==> config.mk <==
export PLATFORM = sky130hd
export DESIGN_NAME = magnitude_estimator_flat
export DESIGN_NICKNAME = d
export VERILOG_FILES = /design/src/rtl/magnitude_estimator_if.sv /design/src/rtl/magnitude_estimator.sv /design/src/flat_wrapper.sv
export SDC_FILE = /design/constraint.sdc
export NUM_CORES = 1
export LEC_CHECK = 0
export CORE_MARGIN = 2
export CORE_UTILIZATION = 40
export DETAILED_ROUTE_END_ITERATION = 8
export PLACE_DENSITY = 0.57
export SETUP_SLACK_MARGIN = 0.1
export SLEW_MARGIN = 5
export SYNTH_ARGS = -nofsm -noshare
export SYNTH_HDL_FRONTEND = slang
export SYNTH_SLANG_ARGS = --single-unit
==> constraint.sdc <==
create_clock -name SqrtClock -period 8.6 [get_ports SqrtClock]
set_input_delay 2.15 -clock SqrtClock [delete_from_list [all_inputs] [get_ports SqrtClock]]
set_output_delay 2.15 -clock SqrtClock [all_outputs]
set_load 0.05 [all_outputs]
==> src/rtl/magnitude_estimator_if.sv <==
// Sample/result handshake bundle for the magnitude estimator.
// The producer/consumer side uses master; the estimator itself uses slave.
interface magnitude_estimator_if #(
    parameter int WIDTH = 8
);
    logic [WIDTH-1:0] InputReal;
    logic [WIDTH-1:0] InputImaginary;
    logic             InputMode;
    logic             InValid;
    logic             InReady;
    logic [WIDTH:0]   OutputAnswer;
    logic             OutValid;
    logic             OutReady;
    logic             Busy;

    modport master (
        output InputReal,
        output InputImaginary,
        output InputMode,
        output InValid,
        output OutReady,
        input  InReady,
        input  OutputAnswer,
        input  OutValid,
        input  Busy
    );

    modport slave (
        input  InputReal,
        input  InputImaginary,
        input  InputMode,
        input  InValid,
        input  OutReady,
        output InReady,
        output OutputAnswer,
        output OutValid,
        output Busy
    );
endinterface

==> src/rtl/magnitude_estimator.sv <==
// Iterative |Real + j*Imag| estimator: binomial Max + Min^2/(2*Max) via a restoring
// divider, or exact floor(sqrt(Real^2 + Imag^2)) via a non-restoring digit-by-digit root.
module magnitude_estimator #(
    parameter int WIDTH      = 8,
    parameter int ITER_EXACT = WIDTH + 1
) (
    input logic                SqrtClock,
    input logic                SqrtResetN,
    magnitude_estimator_if.slave bus
);

    localparam int CW = $clog2(ITER_EXACT + 1);
    localparam int DW = 2 * ITER_EXACT;
    localparam int RW = ITER_EXACT + 4;

    typedef enum logic [2:0] {
        IDLE,
        LOAD,
        DIV,
        ROOT,
        DONE
    } stateT;

    stateT state;
    stateT stateNext;

    logic                 readyArmed;
    logic [WIDTH-1:0]     latReal;
    logic [WIDTH-1:0]     latImag;
    logic                 latMode;
    logic [WIDTH-1:0]     maxVal;
    logic [WIDTH-1:0]     minVal;
    logic                 loadPhase;
    logic [CW-1:0]        iterCount;

    logic [WIDTH:0]       divisor;
    logic [WIDTH:0]       divRem;
    logic [WIDTH-1:0]     divLow;
    logic [WIDTH-1:0]     quotient;

    logic [DW-1:0]        radicand;
    logic signed [RW-1:0] rootRem;
    logic [ITER_EXACT-1:0] rootQ;

    logic [WIDTH:0]       result;

    logic                 accept;
    logic                 lastIter;
    logic [2*WIDTH-1:0]   minSq;
    logic [2*WIDTH-1:0]   maxSq;
    logic [2*WIDTH:0]     sumSq;

    logic [WIDTH+1:0]     divShift;
    logic                 qBit;
    logic [WIDTH:0]       divRemNext;
    logic [WIDTH-1:0]     quotNext;

    logic [1:0]           pair;
    logic signed [RW-1:0] remShift;
    logic signed [RW-1:0] rootRemNext;
    logic [ITER_EXACT-1:0] rootQNext;

    assign accept   = bus.InValid && bus.InReady;
    assign lastIter = (iterCount == CW'(1));

    assign minSq = {{WIDTH{1'b0}}, minVal} * {{WIDTH{1'b0}}, minVal};
    assign maxSq = {{WIDTH{1'b0}}, maxVal} * {{WIDTH{1'b0}}, maxVal};
    assign sumSq = {1'b0, maxSq} + {1'b0, minSq};

    // Min^2 < 2*Max * 2^WIDTH, so the upper half of the dividend is already below
    // the divisor and only WIDTH shift/subtract steps are needed. A zero divisor
    // (Max = 0) must never produce a quotient bit.
    assign divShift   = {divRem, divLow[WIDTH-1]};
    assign qBit       = (divisor != '0) && (divShift >= {1'b0, divisor});
    assign divRemNext = qBit ? (WIDTH+1)'(divShift - {1'b0, divisor}) : divShift[WIDTH:0];
    assign quotNext   = {quotient[WIDTH-2:0], qBit};

    // Non-restoring root: subtract 4Q+1 after a non-negative remainder, add 4Q+3
    // after a negative one; the result bit is the sign of the new remainder.
    assign pair        = radicand[DW-1 -: 2];
    assign remShift    = (rootRem <<< 2) + signed'({{(RW-2){1'b0}}, pair});
    assign rootRemNext = rootRem[RW-1] ? remShift + signed'({2'b00, rootQ, 2'b11})
                                       : remShift - signed'({2'b00, rootQ, 2'b01});
    assign rootQNext   = {rootQ[ITER_EXACT-2:0], ~rootRemNext[RW-1]};

    always_ff @(posedge SqrtClock or negedge SqrtResetN) begin
        if (!SqrtResetN) begin
            state <= IDLE;
        end else begin
            state <= stateNext;
        end
    end

    always_comb begin
        stateNext = state;
        case (state)
            IDLE: if (accept) stateNext = LOAD;
            LOAD: if (loadPhase) stateNext = latMode ? ROOT : DIV;
            DIV:  if (lastIter) stateNext = DONE;
            ROOT: if (lastIter) stateNext = DONE;
            DONE: if (bus.OutReady) stateNext = IDLE;
            default: stateNext = IDLE;
        endcase
    end

    always_ff @(posedge SqrtClock or negedge SqrtResetN) begin
        if (!SqrtResetN) begin
            readyArmed <= 1'b0;
            latReal    <= '0;
            latImag    <= '0;
            latMode    <= 1'b0;
            maxVal     <= '0;
            minVal     <= '0;
            loadPhase  <= 1'b0;
            iterCount  <= '0;
            divisor    <= '0;
            divRem     <= '0;
            divLow     <= '0;
            quotient   <= '0;
            radicand   <= '0;
            rootRem    <= '0;
            rootQ      <= '0;
            result     <= '0;
        end else begin
            readyArmed <= 1'b1;
            case (state)
                IDLE: begin
                    if (accept) begin
                        latReal <= bus.InputReal;
                        latImag <= bus.InputImaginary;
                        latMode <= bus.InputMode;
                    end
                end
                // LOAD spends one cycle ordering the components and one cycle
                // registering the squares, keeping the multipliers off the iteration path.
                LOAD: begin
                    if (!loadPhase) begin
                        loadPhase <= 1'b1;
                        if (latImag > latReal) begin
                            maxVal <= latImag;
                            minVal <= latReal;
                        end else begin
                            maxVal <= latReal;
                            minVal <= latImag;
                        end
                    end else begin
                        loadPhase <= 1'b0;
                        if (latMode) begin
                            iterCount <= CW'(ITER_EXACT);
                            radicand  <= DW'(sumSq);
                            rootRem   <= '0;
                            rootQ     <= '0;
                        end else begin
                            iterCount <= CW'(WIDTH);
                            divisor   <= {maxVal, 1'b0};
                            divRem    <= {1'b0, minSq[2*WIDTH-1:WIDTH]};
                            divLow    <= minSq[WIDTH-1:0];
                            quotient  <= '0;
                        end
                    end
                end
                DIV: begin
                    divRem    <= divRemNext;
                    divLow    <= divLow << 1;
                    quotient  <= quotNext;
                    iterCount <= iterCount - CW'(1);
                    if (lastIter) result <= {1'b0, maxVal} + {1'b0, quotNext};
                end
                ROOT: begin
                    rootRem   <= rootRemNext;
                    rootQ     <= rootQNext;
                    radicand  <= radicand << 2;
                    iterCount <= iterCount - CW'(1);
                    if (lastIter) result <= (WIDTH+1)'(rootQNext);
                end
                default: begin
                end
            endcase
        end
    end

    assign bus.InReady      = (state == IDLE) && readyArmed;
    assign bus.Busy         = (state != IDLE);
    assign bus.OutValid     = (state == DONE);
    assign bus.OutputAnswer = (state == DONE) ? result : '0;

endmodule

==> src/flat_wrapper.sv <==
// flat-port wrapper written by rule: the top's interface ports become plain ports
module magnitude_estimator_flat 
#(
    parameter int WIDTH      = 8,
    parameter int ITER_EXACT = WIDTH + 1
)
  (SqrtClock, SqrtResetN, bus_InputReal, bus_InputImaginary, bus_InputMode, bus_InValid, bus_OutReady, bus_InReady, bus_OutputAnswer, bus_OutValid, bus_Busy);
  magnitude_estimator_if #(.WIDTH(WIDTH)) bus_i ();
  input logic SqrtClock;
  input logic SqrtResetN;
  input wire logic [$bits(bus_i.InputReal)-1:0] bus_InputReal;
  input wire logic [$bits(bus_i.InputImaginary)-1:0] bus_InputImaginary;
  input wire logic [$bits(bus_i.InputMode)-1:0] bus_InputMode;
  input wire logic [$bits(bus_i.InValid)-1:0] bus_InValid;
  input wire logic [$bits(bus_i.OutReady)-1:0] bus_OutReady;
  output wire logic [$bits(bus_i.InReady)-1:0] bus_InReady;
  output wire logic [$bits(bus_i.OutputAnswer)-1:0] bus_OutputAnswer;
  output wire logic [$bits(bus_i.OutValid)-1:0] bus_OutValid;
  output wire logic [$bits(bus_i.Busy)-1:0] bus_Busy;
  assign bus_i.InputReal = bus_InputReal;
  assign bus_i.InputImaginary = bus_InputImaginary;
  assign bus_i.InputMode = bus_InputMode;
  assign bus_i.InValid = bus_InValid;
  assign bus_i.OutReady = bus_OutReady;
  assign bus_InReady = bus_i.InReady;
  assign bus_OutputAnswer = bus_i.OutputAnswer;
  assign bus_OutValid = bus_i.OutValid;
  assign bus_Busy = bus_i.Busy;
  magnitude_estimator #(.WIDTH(WIDTH), .ITER_EXACT(ITER_EXACT)) u_core (.SqrtClock(SqrtClock), .SqrtResetN(SqrtResetN), .bus(bus_i));
endmodule
* Yosys cells after proc, flatten, opt, wreduce, memory -nomap -nowiden
Cells that the tools add are included.
W data, S select, Z words.
** Word-level totals
- Input bits :: 21
- Bits in registers :: 123
- Output and inout port bits :: 12
- Logic and storage cells :: 99
** Operators by class
- Muxes and demuxes :: 36
- Magnitude comparators :: 2
- Bitwise operators :: 3
- Reductions and logical operators :: 19
- Multiply operators :: 2
- Equal/unequal tests :: 13
- Add/sub/neg operators :: 7
** Operators by type and width (number)
- $mux W9 :: 8
- $pmux W9 S2 :: 3
- $mux W13 :: 3
- $mux W18 :: 2
- $pmux W18 S2 :: 1
- $mul A8 B8 Y16 :: 2
- $mux W8 :: 4
- $pmux W13 S2 :: 1
- $add A16 B16 Y17 :: 1
- $pmux W8 S2 :: 1
- $mux W7 :: 2
- $pmux W7 S2 :: 1
- $add A13 B12 Y13 :: 1
- $add A13 B3 Y13 :: 1
- $sub A13 B12 Y13 :: 1
- $mux W3 :: 4
- $ne A2 B1 Y1 const B :: 6
- $pmux W3 S4 :: 1
- $reduce_and A3 Y1 :: 4
- $ge A10 B9 Y1 :: 1
- $add A8 B8 Y9 :: 1
- $reduce_bool A9 Y1 :: 1
- $sub A9 B9 Y9 :: 1
- $gt A8 B8 Y1 :: 1
- 17 further kinds :: 30

* Depth between registers and ports, before layout
- Word-level depth :: 6
- Depth in mapped cells :: 30
- Gate-level depth less buffers :: 29

* Worst setup path after synthesis
OpenSTA, ideal clock, no wires.
- Path kind :: register to register
- Start :: register u_core.minVal[0]
- End :: register u_core.radicand[13]
- Setup time :: 126 ps
- Clock period less this slack :: 6768 ps
- Arrival :: 6642 ps
- Path buffers :: 1
- Setup slack :: 1832 ps
- Data required time :: 8474 ps
- Stages on the path, launching flop included :: 28
- Cell sequence :: dfrtp_1 > clkbuf_1 > and2_1 > fa_1 > xor2_1 > xnor2_1 > fa_1 > inv_1 > fa_1 > inv_1 > ha_1 > inv_1 > a21oi_1 > nand2b_1 > fa_1 > fa_1 > inv_1 > fa_1 > inv_1 > fa_1 > inv_1 > ha_1 > nand2_1 > o211ai_1 > nand4_1 > nor2b_1 > xnor2_1 > a221o_1
** Between the ends
- Word-level cells in the longest chain between the ends :: 5
** Ends and longest elaborated chain
- start: declaration :: line magnitude_estimator.sv:32 : logic [WIDTH-1:0] minVal;
- start signal: assignment :: line magnitude_estimator.sv:141 : minVal <= latReal;
- start signal: assignment :: line magnitude_estimator.sv:144 : minVal <= latImag;
- $mul A8 B8 Y16 :: line magnitude_estimator.sv:66 : assign minSq = {{WIDTH{1'b0}}, minVal} * {{WIDTH{1'b0}}, minVal};
- $add A16 B16 Y17 :: line magnitude_estimator.sv:68 : assign sumSq = {1'b0, maxSq} + {1'b0, minSq};
- $mux W18 :: line magnitude_estimator.sv:148 : if (latMode) begin
- $mux W18 :: line magnitude_estimator.sv:137 : if (!loadPhase) begin
- $pmux W18 S2 :: line magnitude_estimator.sv:126 : case (state)
- end signal: assignment :: line magnitude_estimator.sv:150 : radicand <= DW'(sumSq);
- end signal: assignment :: line magnitude_estimator.sv:172 : radicand <= radicand << 2;
- end: declaration :: line magnitude_estimator.sv:41 : logic [DW-1:0] radicand;
No other way between the ends. The select of a mux whose other input is x is not followed.
A chain may end at the register's enable or synchronous reset.

* Worst setup path in the final report
- Start :: register u_core.minVal[5]
- End :: register u_core.radicand[13]
Same word-level chain as after synthesis.

==> impl_metrics.py <==
metrics = {
    "floorplanning": {
        "initial_core_util": 0.409,
        "ios": 33,
        "die_w_um": 165,
        "coreArea_um2": 25300,
        "dieArea_um2": 27100,
        "die_y_um": 165,
        "rows": 58,
    },
    "routing": {
        "drt_pass1_iterations": 5,
        "wl_um": 23300,
        "drtIter0Drc": 434,
        "ant_nets": 0,
        "via_per_inst": 5.15,
        "drc": 0,
        "num_vias": 7746,
        "wl_per_cell_um": 15.5,
    },
    "worst_setup_path": {
        "crit_fanout": 11,
        "max_stage_delay_ps": 560,
        "endpoint_kind": "flip-flop",
        "rr_startpoint": "u_core.minVal[5]",
        "critPathLaunchType": "flip-flop",
        "worstSetupPathType": "reg2reg",
        "arrival_ps": 7450,
        "r2r_end": "u_core.radicand[13]",
        "cpMaxStageDelayCell": "dfrtp_1",
        "reg2reg_slack_ps": 1460,
        "critical_path_required_ps": 8910,
        "r2r_cells": 27,
    },
    "timing": {
        "fmax_mhz": 140,
        "hold_viol_final": 0,
        "slew_viol_final": 0,
        "fin_crit_sh": 0.830,
        "clock-skew-final_ps": 12.6,
        "setup_viol": 0,
        "rsz0062_at_grt": "no",
        "finalSetupTns_ps": 0,
        "tightest_slew_ps": 999,
        "slew_headroom": 0.332,
        "fin_crit_ps": 7140,
    },
    "placement": {
        "hpwl_um": 17500,
        "portBuffers": 32,
        "gp_congestion": 0.806,
    },
    "yosys": {
        "synth_top_cell_by_area": "dfrtp_1",
        "ys_ff_latch": 122,
        "avgSynthCellArea_um2": 8.93,
        "synth_ff_type": "dfrtp_1",
        "synth_cell_types": 63,
        "synth_top_area_frac": 0.296,
        "synth_edf_count": 0,
        "yosysWarnings": 0,
        "netlist_instances": 1155,
        "seq_area_frac_synth": 0.296,
        "syn_area_um2": 10300,
        "async_flop_share": 1.00,
        "synth_area_leaders": "dfrtp_1, fa_1, ha_1, inv_1, nand2_1",
    },
    "grt": {
        "grt_max_degree": 76,
        "grt_usage": 0.185,
        "grt_pass1_wl_um": 39500,
        "antenna_found_initial": 0,
        "overflow": 0,
        "grt_pass1_vias": 7808,
    },
    "clock_tree": {
        "h-tree-depth": 4,
        "numCtsBuffers": 17,
        "post_cts_buffers": 0,
        "path_clk_slew_ps": 60,
        "insertion_delay_ps": 430,
        "hold_buffers": 0,
        "cts_sinks": 122,
        "cts_tree": "done",
        "root_buffer": "clkbuf_16",
        "cts.path.max_buffers": 2,
        "post_cts_resized": 0,
    },
    "finish": {
        "areaGrowthSynthToFinish_pct": 11.5,
        "final_layout_size_suffix_gt1_frac": 0.0596,
        "layout.nets": 1346,
        "diodes": 0,
    },
    "worst_hold_path": {
        "hold_end": "u_core.result[4]",
        "timing.hold.worst.start": "u_core.result[4]",
        "hp-class": "reg2reg",
        "holdPathStages": 2,
    },
    "outcome": {
        "status": "complete, no violations",
    },
    "flow_run": {
        "drv_cap": 0,
    },
}
## metrics by stage
step                      hold WS, ps  cell area (um2)  setup slack, ps   util  instances
after floorplan                   442            10300             1830      -       1156
after global placement            456            10900             1530  0.432       1472
after detailed placement          462            10900             1410  0.432       1472
after CTS                         475            11500             1410  0.456       1504
after global routing              495            11500             1040  0.456       1504
final                             473            11500             1460  0.456       1504
## worst max path at each step
stage	from	end	slack [ps]
finish	u_core.minVal[5]	u_core.radicand[13]	1460
global route	u_core.minVal[4]	u_core.radicand[13]	1040
CTS	u_core.minVal[4]	u_core.radicand[13]	1410
detailed placement	u_core.minVal[4]	u_core.radicand[13]	1410
global placement	u_core.minVal[4]	u_core.radicand[13]	1530
floorplan	u_core.minVal[0]	u_core.radicand[13]	1830
## synthesized netlist by cell type, drive strengths merged, types with 12 or more instances
cell type and instances:
inv 150, nand2 123, dfrtp 122, ha 98
a21oi 74, o21ai 74, fa 66, nor2 66
and2 46, clkbuf 43, xnor2 38, nand3 26
mux2 20, mux2i 20, nor2b 17, nor3 16
nand2b 12, xor2 12
## layout make-up
| class | count | area, um2 |
|---|---|---|
| clock buffer | 18 | 439 |
| multi-input combinational | 831 | 6510 |
| sequential | 122 | 3050 |
| clock inverter | 14 | 161 |
| timing repair buffer | 39 | 370 |
| inverter | 150 | 563 |
| tap | 330 | 413 |
| fill | 2466 | 13700 |
## cell families (layout without fill, tap and decap cells)
| kind of cell | after synthesis | in the layout | share of synthesized area |
|---|---|---|---|
| other | 2 | 3 | 0.000728 |
| XOR/XNOR | 50 | 50 | 0.0424 |
| AND/OR/NAND/NOR | 338 | 338 | 0.158 |
| adder cells (fa/ha/maj) | 164 | 164 | 0.247 |
| flip-flops | 122 | 122 | 0.296 |
| buffers and inverters | 203 | 221 | 0.0745 |
| multiplexers | 40 | 40 | 0.0416 |
| AO/OA/AOI/OAI | 236 | 236 | 0.140 |
## per-layer routing
layer  up-vias  GRT usage  part of all wire
met4         0     0.0494             0.013
met2       109      0.304              0.47
met3        22     0.0271             0.025
met5         -          0                 0
li1       3873          -                 -
met1      3742      0.255              0.49
## cells in the final DEF (no fill, tap or decap), drive strengths merged, types with 4 or more instances in the layout
master	netlist	routed
o21ai	74	74
o211ai	4	4
dfrtp	122	122
nor2b	17	17
a21boi	5	5
xnor2	38	38
a21oi	74	74
nand3	26	26
or3	5	5
a31oi	10	10
nor3	16	16
clkbuf	43	18
fa	66	66
xor2	12	12
nand2	123	123
clkinv	0	4
nor2	66	66
nor4	7	7
clkdlybuf4s50	0	31
a22o	6	6
mux2i	20	20
buf	10	8
inv	150	156
and2	46	46
nand4	5	5
mux2	20	20
a21o	11	11
ha	98	98
o21a	7	7
nand2b	12	12
o221ai	4	4
a22oi	7	7
## worst max-delay path: cells and delay by family (launching register included)
family                   cells  cell delay [ps]
AND/OR/NAND/NOR              5              770
buffers and inverters        7              390
flip-flops                   1              560
AO/OA/AOI/OAI                3              730
adder cells (fa/ha/maj)      9             4090
XOR/XNOR                     3              460
## flip-flops by register name, indices dropped and copies added, names as in the netlist
name and flops:
u_core.readyArmed 1, u_core.latImag 8, u_core.minVal 8, u_core.maxVal 8
u_core.latMode 1, u_core.radicand 18, u_core.result 9, u_core.loadPhase 1
u_core.divisor 8, u_core.latReal 8, u_core.rootRem 12, u_core.rootQ 9
u_core.quotient 7, u_core.iterCount 4, u_core.divLow 8, u_core.divRem 9
u_core.state 3
Power is not shown: default switching activity piles up to over one toggle a cycle in this logic, so the estimate is an artifact.
